<file path="src/rtl/i2c_ctrl_pkg.sv">
// Shared definitions for the I2C master arbiter: FSM state encoding,
// default timing parameters and the I2C field widths.
// No ports (package).
package i2c_ctrl_pkg;
    localparam int I2C_ADDR_W     = 7;
    localparam int I2C_DATA_W     = 8;
    localparam int DEF_START_HOLD = 1000;
    localparam int DEF_TIMEOUT    = 200000;
    localparam int DEF_CNT_W      = 18;

    typedef enum logic [1:0] {
        ST_IDLE  = 2'd0,
        ST_ISSUE = 2'd1,
        ST_WAIT  = 2'd2,
        ST_RESP  = 2'd3
    } state_e;
endpackage

</file>
<file path="src/rtl/i2c_rr_pick.sv">
// Combinational round-robin picker.
// Ports:
//   req_i   - request vector, one bit per requester
//   ptr_i   - index that has highest priority this round
//   grant_o - index of the first set request at or after ptr_i (wrapping)
//   any_o   - at least one request is set
module i2c_rr_pick #(
    parameter int NUM_REQ = 4,
    parameter int PTR_W   = $clog2(NUM_REQ)
) (
    input  logic [NUM_REQ-1:0] req_i,
    input  logic [PTR_W-1:0]   ptr_i,
    output logic [PTR_W-1:0]   grant_o,
    output logic               any_o
);
    // Scan from the farthest offset down to offset 0 so the closest
    // requester to the pointer is the last (winning) assignment.
    always_comb begin
        grant_o = '0;
        any_o   = |req_i;
        for (int i = NUM_REQ - 1; i >= 0; i--) begin
            if (req_i[(int'(ptr_i) + i) % NUM_REQ]) begin
                grant_o = PTR_W'((int'(ptr_i) + i) % NUM_REQ);
            end
        end
    end
endmodule

</file>
<file path="src/rtl/i2c_master_arbiter.sv">
// Shares one I2C master between NUM_REQ requesters with round-robin
// arbitration. Latches the winner's command, pulses mast_start_bit for
// START_HOLD cycles, waits for the master's (synchronized) done edge or a
// timeout, then returns read data / error to the winner.
// Ports:
//   fpga_clk, mast_rst              - clock, async active-high reset
//   req_valid/rd_wr/addr/data       - requester command inputs
//   req_ack, resp_valid             - one-hot 1-cycle pulses to requesters
//   resp_data, resp_err             - response payload (held until next response)
//   busy                            - arbiter not idle
//   mast_start_bit/rd_wr/address/data - command to the I2C master
//   data_from_slave, mast_done, mast_nack - status from the I2C master (SCL domain)
module i2c_master_arbiter
    import i2c_ctrl_pkg::*;
#(
    parameter int NUM_REQ    = 4,
    parameter int START_HOLD = DEF_START_HOLD,
    parameter int TIMEOUT    = DEF_TIMEOUT,
    parameter int CNT_W      = DEF_CNT_W
) (
    input  logic                         fpga_clk,
    input  logic                         mast_rst,
    input  logic [NUM_REQ-1:0]           req_valid,
    input  logic [NUM_REQ-1:0]           req_rd_wr,
    input  logic [I2C_ADDR_W*NUM_REQ-1:0] req_addr,
    input  logic [I2C_DATA_W*NUM_REQ-1:0] req_data,
    output logic [NUM_REQ-1:0]           req_ack,
    output logic [NUM_REQ-1:0]           resp_valid,
    output logic [I2C_DATA_W-1:0]        resp_data,
    output logic                         resp_err,
    output logic                         busy,
    output logic                         mast_start_bit,
    output logic                         mast_rd_wr,
    output logic [I2C_ADDR_W-1:0]        mast_address,
    output logic [I2C_DATA_W-1:0]        mast_data,
    input  logic [I2C_DATA_W-1:0]        data_from_slave,
    input  logic                         mast_done,
    input  logic                         mast_nack
);
    localparam int PTR_W = $clog2(NUM_REQ);

    state_e                  state_q;
    logic [PTR_W-1:0]        ptr_q, gnt_q;
    logic [CNT_W-1:0]        cnt_q, cnt_d;
    logic                    done_pend_q;
    logic [2:0]              done_sync_q;   // [1:0] synchronizer, [2] edge history
    logic [1:0]              nack_sync_q;
    logic [NUM_REQ-1:0]      req_ack_q, resp_valid_q;
    logic [I2C_DATA_W-1:0]   resp_data_q, mast_data_q;
    logic [I2C_ADDR_W-1:0]   mast_address_q;
    logic                    resp_err_q, mast_start_q, mast_rd_wr_q;

    logic [PTR_W-1:0]        pick_idx;
    logic                    pick_any;
    logic                    sel_rd;
    logic [I2C_ADDR_W-1:0]   sel_addr;
    logic [I2C_DATA_W-1:0]   sel_data;
    logic                    done_rise, nack_s;

    i2c_rr_pick #(.NUM_REQ(NUM_REQ), .PTR_W(PTR_W)) u_pick (
        .req_i   (req_valid),
        .ptr_i   (ptr_q),
        .grant_o (pick_idx),
        .any_o   (pick_any)
    );

    always_comb begin
        sel_rd   = 1'b0;
        sel_addr = '0;
        sel_data = '0;
        for (int i = 0; i < NUM_REQ; i++) begin
            if (PTR_W'(i) == pick_idx) begin
                sel_rd   = req_rd_wr[i];
                sel_addr = req_addr[i*I2C_ADDR_W +: I2C_ADDR_W];
                sel_data = req_data[i*I2C_DATA_W +: I2C_DATA_W];
            end
        end
    end

    assign done_rise = done_sync_q[1] & ~done_sync_q[2];
    assign nack_s    = nack_sync_q[1];
    // Saturating: a stuck transaction must never wrap back below TIMEOUT.
    assign cnt_d     = (&cnt_q) ? cnt_q : cnt_q + CNT_W'(1);

    always_ff @(posedge fpga_clk or posedge mast_rst) begin
        if (mast_rst) begin
            state_q        <= ST_IDLE;
            ptr_q          <= '0;
            gnt_q          <= '0;
            cnt_q          <= '0;
            done_pend_q    <= 1'b0;
            done_sync_q    <= '0;
            nack_sync_q    <= '0;
            req_ack_q      <= '0;
            resp_valid_q   <= '0;
            resp_data_q    <= '0;
            resp_err_q     <= 1'b0;
            mast_start_q   <= 1'b0;
            mast_rd_wr_q   <= 1'b0;
            mast_address_q <= '0;
            mast_data_q    <= '0;
        end else begin
            done_sync_q  <= {done_sync_q[1:0], mast_done};
            nack_sync_q  <= {nack_sync_q[0], mast_nack};
            req_ack_q    <= '0;
            resp_valid_q <= '0;
            cnt_q        <= cnt_d;
            case (state_q)
                ST_IDLE: begin
                    if (pick_any) begin
                        state_q             <= ST_ISSUE;
                        gnt_q               <= pick_idx;
                        req_ack_q[pick_idx] <= 1'b1;
                        mast_rd_wr_q        <= sel_rd;
                        mast_address_q      <= sel_addr;
                        mast_data_q         <= sel_data;
                        mast_start_q        <= 1'b1;
                        cnt_q               <= '0;
                        done_pend_q         <= 1'b0;
                    end
                end
                ST_ISSUE: begin
                    // A fast master may finish while start is still held.
                    if (done_rise) begin
                        done_pend_q <= 1'b1;
                    end
                    if (cnt_q == CNT_W'(START_HOLD - 1)) begin
                        mast_start_q <= 1'b0;
                        state_q      <= ST_WAIT;
                    end
                end
                ST_WAIT: begin
                    // Done is checked first so it wins over a coincident timeout.
                    if (done_rise || done_pend_q) begin
                        resp_err_q          <= nack_s;
                        resp_data_q         <= (mast_rd_wr_q && !nack_s) ? data_from_slave : '0;
                        resp_valid_q[gnt_q] <= 1'b1;
                        state_q             <= ST_RESP;
                    end else if (cnt_q >= CNT_W'(TIMEOUT - 1)) begin
                        resp_err_q          <= 1'b1;
                        resp_data_q         <= '0;
                        resp_valid_q[gnt_q] <= 1'b1;
                        state_q             <= ST_RESP;
                    end
                end
                ST_RESP: begin
                    ptr_q   <= (gnt_q == PTR_W'(NUM_REQ - 1)) ? '0 : gnt_q + PTR_W'(1);
                    state_q <= ST_IDLE;
                end
                default: state_q <= ST_IDLE;
            endcase
        end
    end

    assign req_ack        = req_ack_q;
    assign resp_valid     = resp_valid_q;
    assign resp_data      = resp_data_q;
    assign resp_err       = resp_err_q;
    assign busy           = (state_q != ST_IDLE);
    assign mast_start_bit = mast_start_q;
    assign mast_rd_wr     = mast_rd_wr_q;
    assign mast_address   = mast_address_q;
    assign mast_data      = mast_data_q;
endmodule

</file>
<file path="config.mk">
export PLATFORM = sky130hd
export DESIGN_NAME = i2c_master_arbiter
export DESIGN_NICKNAME = d
export VERILOG_FILES = /design/src/rtl/i2c_ctrl_pkg.sv /design/src/rtl/i2c_rr_pick.sv /design/src/rtl/i2c_master_arbiter.sv
export SDC_FILE = /design/constraint.sdc
export NUM_CORES = 1
export LEC_CHECK = 0
export CAP_MARGIN = 30
export CORE_MARGIN = 2
export CORE_UTILIZATION = 30
export CTS_CLUSTER_DIAMETER = 100
export CTS_CLUSTER_SIZE = 30
export DETAILED_ROUTE_END_ITERATION = 10
export GPL_TIMING_DRIVEN = 0
export PLACE_DENSITY = 0.56
export SYNTH_ARGS = -nofsm -noshare
export SYNTH_HDL_FRONTEND = slang
export SYNTH_HIERARCHICAL = 1
export SYNTH_SLANG_ARGS = --single-unit
</file>
<file path="constraint.sdc">
create_clock -name fpga_clk -period 2.5 [get_ports fpga_clk]
set_input_delay 0.625 -clock fpga_clk [delete_from_list [all_inputs] [get_ports fpga_clk]]
set_output_delay 0.625 -clock fpga_clk [all_outputs]
set_load 0.005 [all_outputs]
</file>
# After elaboration in Yosys (flattened, before gate mapping)
# Cells that the tools add are included.
# totals
reg_bits	64
in_bits	80
out_inout_bits	35
wordCells	122
# op_classes
add_sub_neg	5
n_lt_le_gt_ge	9
eq_ne	12
mux	56
bitwise	5
reduce_logical	20
# op_table
operator	count
2-to-1 mux 8 bit	7
2-to-1 mux 18 bit	3
2-to-1 mux 7 bit	4
2-to-1 mux 4 bit	5
2-to-1 mux 1 bit	19
adder 18 x 1 -> 18 bit (second input constant)	1
equality test 18 x 10 -> 1 bit (second input constant)	1
>= comparator 18 bit (second input constant)	1
2-to-1 mux 2 bit	9
AND reduction 18 bit	1
< comparator 3 x 4 -> 1 bit (second input constant)	3
< comparator 2 x 3 -> 1 bit (second input constant)	3
AND reduction 3 bit	3
binary-select mux 1 bit (select 2 bit)	4
case mux 2 bit (4 select lines)	1
equality test 2 bit (second input constant)	3
inequality test 2 bit (second input constant)	3
nonzero test 2 bit	3
OR reduction 2 bit	3
adder 2 x 1 -> 2 bit (second input constant)	2
adder 2 bit (second input constant)	2
demux 1 bit (select 2 bit)	2
equality test 2 bit (first input constant)	2
>= comparator 2 x 1 -> 1 bit (second input constant)	2
13 further kinds	20

# Longest topological paths before layout
# Gate-level depths: netlist (run 1).
# depth
ltp_word	16
depth_mapped	7
ltp_nobuf	7

# Modules after synthesis
# Netlist (run 1), hierarchy kept.
# by_module_without_submodules
mod	instances	cells_per_inst	area_per_inst_um2	seq_area_each_um2
i2c_master_arbiter	1	312	3256.9	1601.5
i2c_rr_pick	1	13	77.6	0.0

# Worst setup path before layout (run 1)
# OpenSTA, ideal clock, no wires.
# synth_path
path_kind	reg-to-reg
startpoint	register cnt_q[12]
endpoint	register state_q[1]
setup_time_ps	125
arrival_ps	2249
t_required_ps	2375
path_slack_ps	126
path_stages_with_launch	6
path_buffers	0
period_less_slack_ps	2374
cell_sequence	dfrtp_1 or4_4 or4_1 o31a_1 a31o_1 mux2_4
# synth_between
elab_chain_len	3
elab_cells_between_ends	5
cone_classes	1 x order compare; 3 x eq/ne; 1 x reduce/logical
# synth_lines
item	line_no	rtl
start, declared	i2c_master_arbiter.sv:44	logic [CNT_W-1:0] cnt_q, cnt_d;
start signal, assigned	i2c_master_arbiter.sv:107	cnt_q <= cnt_d;
>= comparator 18 bit or equality test 18 x 10 -> 1 bit (tied branches)	i2c_master_arbiter.sv:139, i2c_master_arbiter.sv:127	
inequality test 3 bit (no line) or inequality test 2 bit (tied branches)	n/a	
AND reduction 3 bit (no line) (*)	n/a	
end signal, assigned	i2c_master_arbiter.sv:138	state_q <= ST_RESP;
end signal, assigned	i2c_master_arbiter.sv:143	state_q <= ST_RESP;
end signal, assigned	i2c_master_arbiter.sv:148	state_q <= ST_IDLE;
end, declared	i2c_master_arbiter.sv:42	state_e state_q;
# Every way passes the cells marked *; elsewhere a longest branch is shown, timed or not.
# A chain may end at the register's enable or synchronous reset.

# Worst setup path in the final report (run 1)
# Ends and elaborated chain as after synthesis.

==> results of run 1 <==
-- metrics by stage --
step	total power, mW	hold slack (ns)
floorplan	1.14	0.331
global placement	1.28	0.335
detailed placement	1.29	0.336
CTS	2.31	0.353
global route	2.37	0.360
finish	2.28	0.355
-- final cells by class --
| cell class | count | area (um2) |
|---|---|---|
| clock buffers | 10 | 138 |
| well taps | 140 | 175 |
| clock inverters | 6 | 91.3 |
| fillers | 1056 | 5910 |
| repair buffers | 117 | 1180 |
| inverters | 19 | 71.3 |
| multi-input cells | 228 | 1620 |
| flip-flops and latches | 64 | 1600 |
| plain buffers | 14 | 66.3 |
-- power by group through the flow --
stage               Sequential, mW  Clock, mW  Combinational (mW)
floorplan                     1.06          0              0.0821
global placement              1.06          0               0.224
detailed placement            1.06          0               0.231
CTS                           1.04       1.04               0.232
global route                  1.04       1.09               0.245
finish                        1.04       1.01               0.227
-- flip-flops by register name, summed over array words and instances, names as in the netlist, 2 cells and up --
signal and count:
req_ack 4, cnt_q 18, resp_data 8, mast_address 7
state_q 2, mast_data 8, gnt_q 2, ptr_q 2
nack_sync_q 2, resp_valid 4, done_sync_q 3
-- worst max-delay path, stage by stage, from the launching register on --
cell,delay (ns)
dfrtp_1,0.43
or4_4,0.57
or4_1,0.48
o31a_1,0.30
a31o_1,0.26
mux2_4,0.29
-- cells by family (layout without fill, tap and decap cells) --
group / count (synthesis) / in the layout / synth area share, %
AND/OR/NAND/NOR: 135 / 135 / 18.8
flip-flops: 64 / 64 / 48.0
AO/OA/AOI/OAI: 41 / 41 / 7.88
buffers and inverters: 33 / 166 / 3.98
multiplexers: 28 / 28 / 14.0
XOR/XNOR: 15 / 15 / 3.94
adder cells (fa/ha/maj): 9 / 9 / 3.38
-- worst paths after layout --
check	from	endpoint	slack [ns]
hold / removal	nack_sync_q[0]$_DFF_PP0_	nack_sync_q[1]$_DFF_PP0_	0.35
setup / recovery	cnt_q[12]$_DFF_PP0_	state_q[1]$_DFFE_PP0P_	0.06
min in group asynchronous	mast_rst	resp_valid[0]$_DFF_PP0_	0.67
max in group asynchronous	mast_rst	cnt_q[9]$_DFF_PP0_	1.21
setup reg to reg	cnt_q[12]$_DFF_PP0_	state_q[1]$_DFFE_PP0P_	0.06
hold reg to reg	nack_sync_q[0]$_DFF_PP0_	nack_sync_q[1]$_DFF_PP0_	0.35
-- cell usage in the layout (no fill, tap or decap), types with 2 or more instances in the layout --
cell type / Yosys / final
a211oi_1: 4 / 4
a21oi_1: 16 / 16
a31oi_1: 2 / 2
and2_1: 5 / 5
and3_1: 4 / 4
buf_2: 1 / 2
buf_4: 0 / 2
bufinv_16: 0 / 2
clkbuf_1: 9 / 9
clkbuf_8: 0 / 10
clkdlybuf4s50_1: 0 / 114
clkinv_4: 0 / 2
dfrtp_1: 64 / 64
ha_1: 9 / 9
inv_1: 19 / 18
mux2_2: 4 / 4
mux2i_1: 9 / 9
mux4_2: 14 / 14
nand2_1: 63 / 63
nand2b_1: 4 / 4
nand3_1: 12 / 12
nand4_1: 4 / 4
nor2_1: 27 / 27
nor3_1: 2 / 2
nor3b_1: 2 / 2
o21ai_0: 6 / 6
o22ai_1: 4 / 4
or4_1: 2 / 2
xnor2_1: 13 / 13
xor2_1: 2 / 2
-- layer usage --
metal | global-route usage (%) | vias to the layer above | wire length [um]
li1 | - | 1378 | -
met4 | 6.78 | 0 | 161
met1 | 19.1 | 1334 | 3550
met2 | 26.2 | 115 | 4200
met5 | 0 | - | 0
met3 | 5.99 | 11 | 810
-- repair_timing --
item | 4_1_cts | 5_1_grt
gates resized for setup | 3 | 2
endpoints found under the setup margin | 30 | 22
gates cloned | 0 | 0
pin swaps | 1 | 1
buffers inserted | 2 | 0
==> impl_metrics.tcl, run 1 <==
set metrics [dict create \
    clock_path_buffers 2 \
    drv_slew 0 \
    r2r_cells 5 \
    post-place-ws_ns -0.674 \
    synth_top_area_cell "dfrtp_1" \
    cts_root_buf "clkbuf_8" \
    finalCritPeriodShare_pct 97.7 \
    netlist_area_um2 3330 \
    track_usage_pct 16.1 \
    final_cell_area_um2 4930 \
    pwr_density_cell_nw_per_um2 462 \
    htree_levels 3 \
    place_area_um2 4670 \
    power.internal_mw 1.79 \
    fin_worst_skew_ns 0.0114 \
    p_clk_share_pct 44.4 \
    antenna_found_initial 0 \
    synth_nets 414 \
    switchingPower_uw 490 \
    startpoint_type "flop" \
    seq_area_frac_synth_pct 48.0 \
    setup_viol 0 \
    grt_max_degree 37 \
    synth_common_cells "dfrtp_1 (64), nand2_1 (63), nor2_1 (27)" \
    synth.distinct_cells 46 \
    diodes 0 \
    cp.arrival_ns 2.68 \
    setup_tns_ns 0 \
    ctsHoldBuffers 0 \
    slew_headroom_pct 38.3 \
    yosys.area.top_type_share_pct 48.0 \
    p_comb_share_pct 9.9 \
    min_period_ns 2.44 \
    finalHoldViolations 0 \
    crit_fanout 5 \
    remaining_drc_errors 0 \
    numCtsBuffers 9 \
    crit_required_ns 2.74 \
    dieHeight_um 109 \
    vdd_drop_max_mv 0.267 \
    fmax_mhz 409 \
    pwr-share-seq_pct 45.6 \
    worstHoldPathCells 0 \
    grt-ovfl-total 0 \
    grt_setup_unrepaired "false" \
    synth_edf_count 0 \
    drtAntennaViolNets 0 \
    synth_flop_cell "dfrtp_1" \
    power.leakage_nw 2.09 \
    fp-row-count 38 \
    final_util_pct 45.5 \
    path_clk_slew_ns 0.08 \
    place_congestion 0.830 \
    initial_utilization_pct 30.8 \
    insertion_delay_ns 0.35 \
    worst_pin_slew_ns 0.924 \
    vias_per_cell 4.75 \
    syn-instance-count 325 \
    grt_pass1_vias 3042 \
    clock_sinks 64 \
    grt_pass1_wl_mm 14.5 \
    fin_nets 542 \
    p_sw_share_pct 21.5 \
    crit_path_end_kind "flop" \
    synth_top_cells_by_area "dfrtp_1 (48%), mux4_2 (9.5%), nand2_1 (7.1%)" \
    port_buffers 114 \
    drtIter0Drc 80 \
    drt-pass1-iter-count 4 \
    setup.worst_path.class "flop to flop" \
    cts_tree "built" \
    ys_ff_latch 64 \
    wl_per_cell_um 14.6 \
    dpl.hpwl_mm 6.74 \
    dp.cells 580 \
    synth_area_per_cell_um2 10.3 \
    status "finished, final reports clean" \
    die_x_um 109 \
    yosys_warnings 6 \
    io_pins 115 \
    async_reset_ff_share_pct 100 \
    max-cap-violations 0 \
    worst_slack_ns 0.0578 \
    worstHoldPathType "flop to flop" \
    layout-drive-gt1-share_pct 10.9 \
    finalNonFillerCells 598 \
    dieArea_um2 12000 \
    syn_to_final_growth_pct 48.0 \
    coreArea_um2 10800 \
    num_vias 2838 \
    wirelength_mm 8.72 \
    synthMostInstantiatedCell "dfrtp_1" \
]
Power figures use the tool's default switching activity.
==> run 2, diff against run 1 <==
--- a/config.mk
+++ b/config.mk
@@ -6,6 +6,7 @@
 export NUM_CORES = 1
 export LEC_CHECK = 0
 export CAP_MARGIN = 30
+export CORE_ASPECT_RATIO = 0.7
 export CORE_MARGIN = 2
 export CORE_UTILIZATION = 30
 export CTS_CLUSTER_DIAMETER = 100
==> run 2 against run 1 <==
Effect of this change:
- global-route usage is 0.71 points lower
- sequential share of layout area down 0.66 points
- power up 13%
- clock skew is 0.00099 ns lower
- largest cell class unchanged
- largest power group is now the clock network
- highest routed layer unchanged
==> impl_metrics.tcl, run 2 (synthesis results as in run 1) <==
set metrics [dict create \
    min_period_ns 2.42 \
    num_vias 2846 \
    wirelength_mm 8.69 \
    syn_to_final_growth_pct 51.1 \
    cts_root_buf "clkbuf_16" \
    slew_headroom_pct 38.8 \
    crit_path_end_kind "flop" \
    dpl.hpwl_mm 6.63 \
    cts_tree "built" \
    setup.worst_path.class "flop to flop" \
    fp-row-count 32 \
    htree_levels 3 \
    wl_met3_um 865 \
    clock_path_buffers 2 \
    setup_tns_ns 0 \
    fin_worst_skew_ns 0.0104 \
    setup_viol 0 \
    remaining_drc_errors 0 \
    grt_max_degree 40 \
    grt_setup_unrepaired "false" \
    track_usage_pct 15.4 \
    cp.arrival_ns 2.63 \
    grt_pass1_wl_mm 14.2 \
    wl_per_cell_um 14.2 \
    fin_nets 541 \
    hold_start "nack_sync_q[0]$_DFF_PP0_" \
    numCtsBuffers 9 \
    vias_per_cell 4.67 \
    holdWs_ns 0.344 \
    crit_family "simple AND/OR/NAND/NOR gates" \
    io_pins 115 \
    critPathMaxStageDelay_ns 0.56 \
    worst_pin_slew_ns 0.917 \
    place_congestion 0.796 \
    crit_required_ns 2.71 \
    grt_pass1_vias 2919 \
    drtAntennaViolNets 0 \
    finalHoldViolations 0 \
    final_util_pct 46.1 \
    insertion_delay_ns 0.33 \
    drt-pass1-iter-count 6 \
    grt-ovfl-total 0 \
    path_buf_inv 0 \
    fmax_mhz 413 \
    crit_fanout 5 \
    crit_start "cnt_q[13]$_DFF_PP0_" \
    ctsHoldBuffers 0 \
    drv_slew 0 \
    power.leakage_nw 2.13 \
    port_buffers 114 \
    dieArea_um2 12000 \
    critPathSlowestCell "or4_4" \
    regMostFlops "cnt_q" \
    path_clk_slew_ns 0.05 \
    initial_utilization_pct 30.5 \
    dieHeight_um 92.2 \
    diodes 0 \
    wl_met2_mm 3.79 \
    final_cell_mix "clkdlybuf4s50_1 (114), dfrtp_1 (64), nand2_1 (63)" \
    path_cells "or4_4 -> or4_1 -> o31a_1 -> a31o_1 -> mux2_4" \
    met1_length_mm 3.91 \
    worstHoldPathType "flop to flop" \
    largest_reg_flops 18 \
    final_common_cell "clkdlybuf4s50_1" \
    max-cap-violations 0 \
    vdd_drop_max_mv 0.258 \
    status "finished, final reports clean" \
    die_x_um 130 \
    drtIter0Drc 158 \
    clock_sinks 64 \
    layout-drive-gt1-share_pct 10.7 \
    highest_layer "met4" \
    finalCritPeriodShare_pct 96.8 \
    startpoint_type "flop" \
    pwr_density_cell_nw_per_um2 513 \
    coreArea_um2 10900 \
    r2r_start "cnt_q[13]$_DFF_PP0_" \
    antenna_found_initial 0 \
]
## run 2: cell count changes in the layout (fill, tap and decap cells not counted)
cell / delta
buf_2: -1
clkinv_4: -2
bufinv_16: -1
clkbuf_16: +9
clkbuf_8: -6
inv_6: -1
clkbuf_2: +1
## run 2: layer usage
layer,vias up,GRT usage [%]
met5,-,0
met4,0,4.39
met3,12,7.12
met2,127,23.0
met1,1320,19.9
li1,1387,-
## run 2: area by class of cell
type | count | area [um2]
Tap cell | 153 | 191
Buffer | 14 | 70.1
Timing Repair Buffer | 116 | 1170
Inverter | 19 | 71.3
Multi-Input combinational cell | 228 | 1620
Fill cell | 1029 | 5890
Clock inverter | 2 | 35.0
Clock buffer | 14 | 284
Sequential cell | 64 | 1600
## run 2: through the flow
step	setup WS, ns	power, mW	std cells	cell area [um2]
after floorplan	0.126	1.14	325	3330
after global placement	-0.941	1.28	592	4670
after detailed placement	-0.633	1.29	593	4690
after CTS	0.0366	2.62	610	5020
after global routing	0.0210	2.68	610	5040
final	0.0805	2.58	610	5040
## run 2: timing repair
action	in CTS	in global routing
buffers inserted	1	0
gates resized for setup	3	6
endpoints found under the setup margin	29	23
cloned	0	0
pin swaps	1	1
## run 2: final timing paths
path	end	slack [ns]	cells past startpoint
min	nack_sync_q[1]$_DFF_PP0_	0.34	0
max reg2reg	state_q[1]$_DFFE_PP0P_	0.08	5
max in group asynchronous	cnt_q[1]$_DFF_PP0_	1.22	3
min reg2reg	nack_sync_q[1]$_DFF_PP0_	0.34	0
min in group asynchronous	mast_data[4]$_DFFE_PP0P_	0.66	2
max	state_q[1]$_DFFE_PP0P_	0.08	5
## run 2: power by group
| part | switching, mW | leakage [nW] | internal, mW |
|---|---|---|---|
| clock network | 0.435 | 0.159 | 0.878 |
| logic | 0.0696 | 1.20 | 0.158 |
| registers | 0.00148 | 0.769 | 1.04 |
| total | 0.506 | 2.13 | 2.08 |
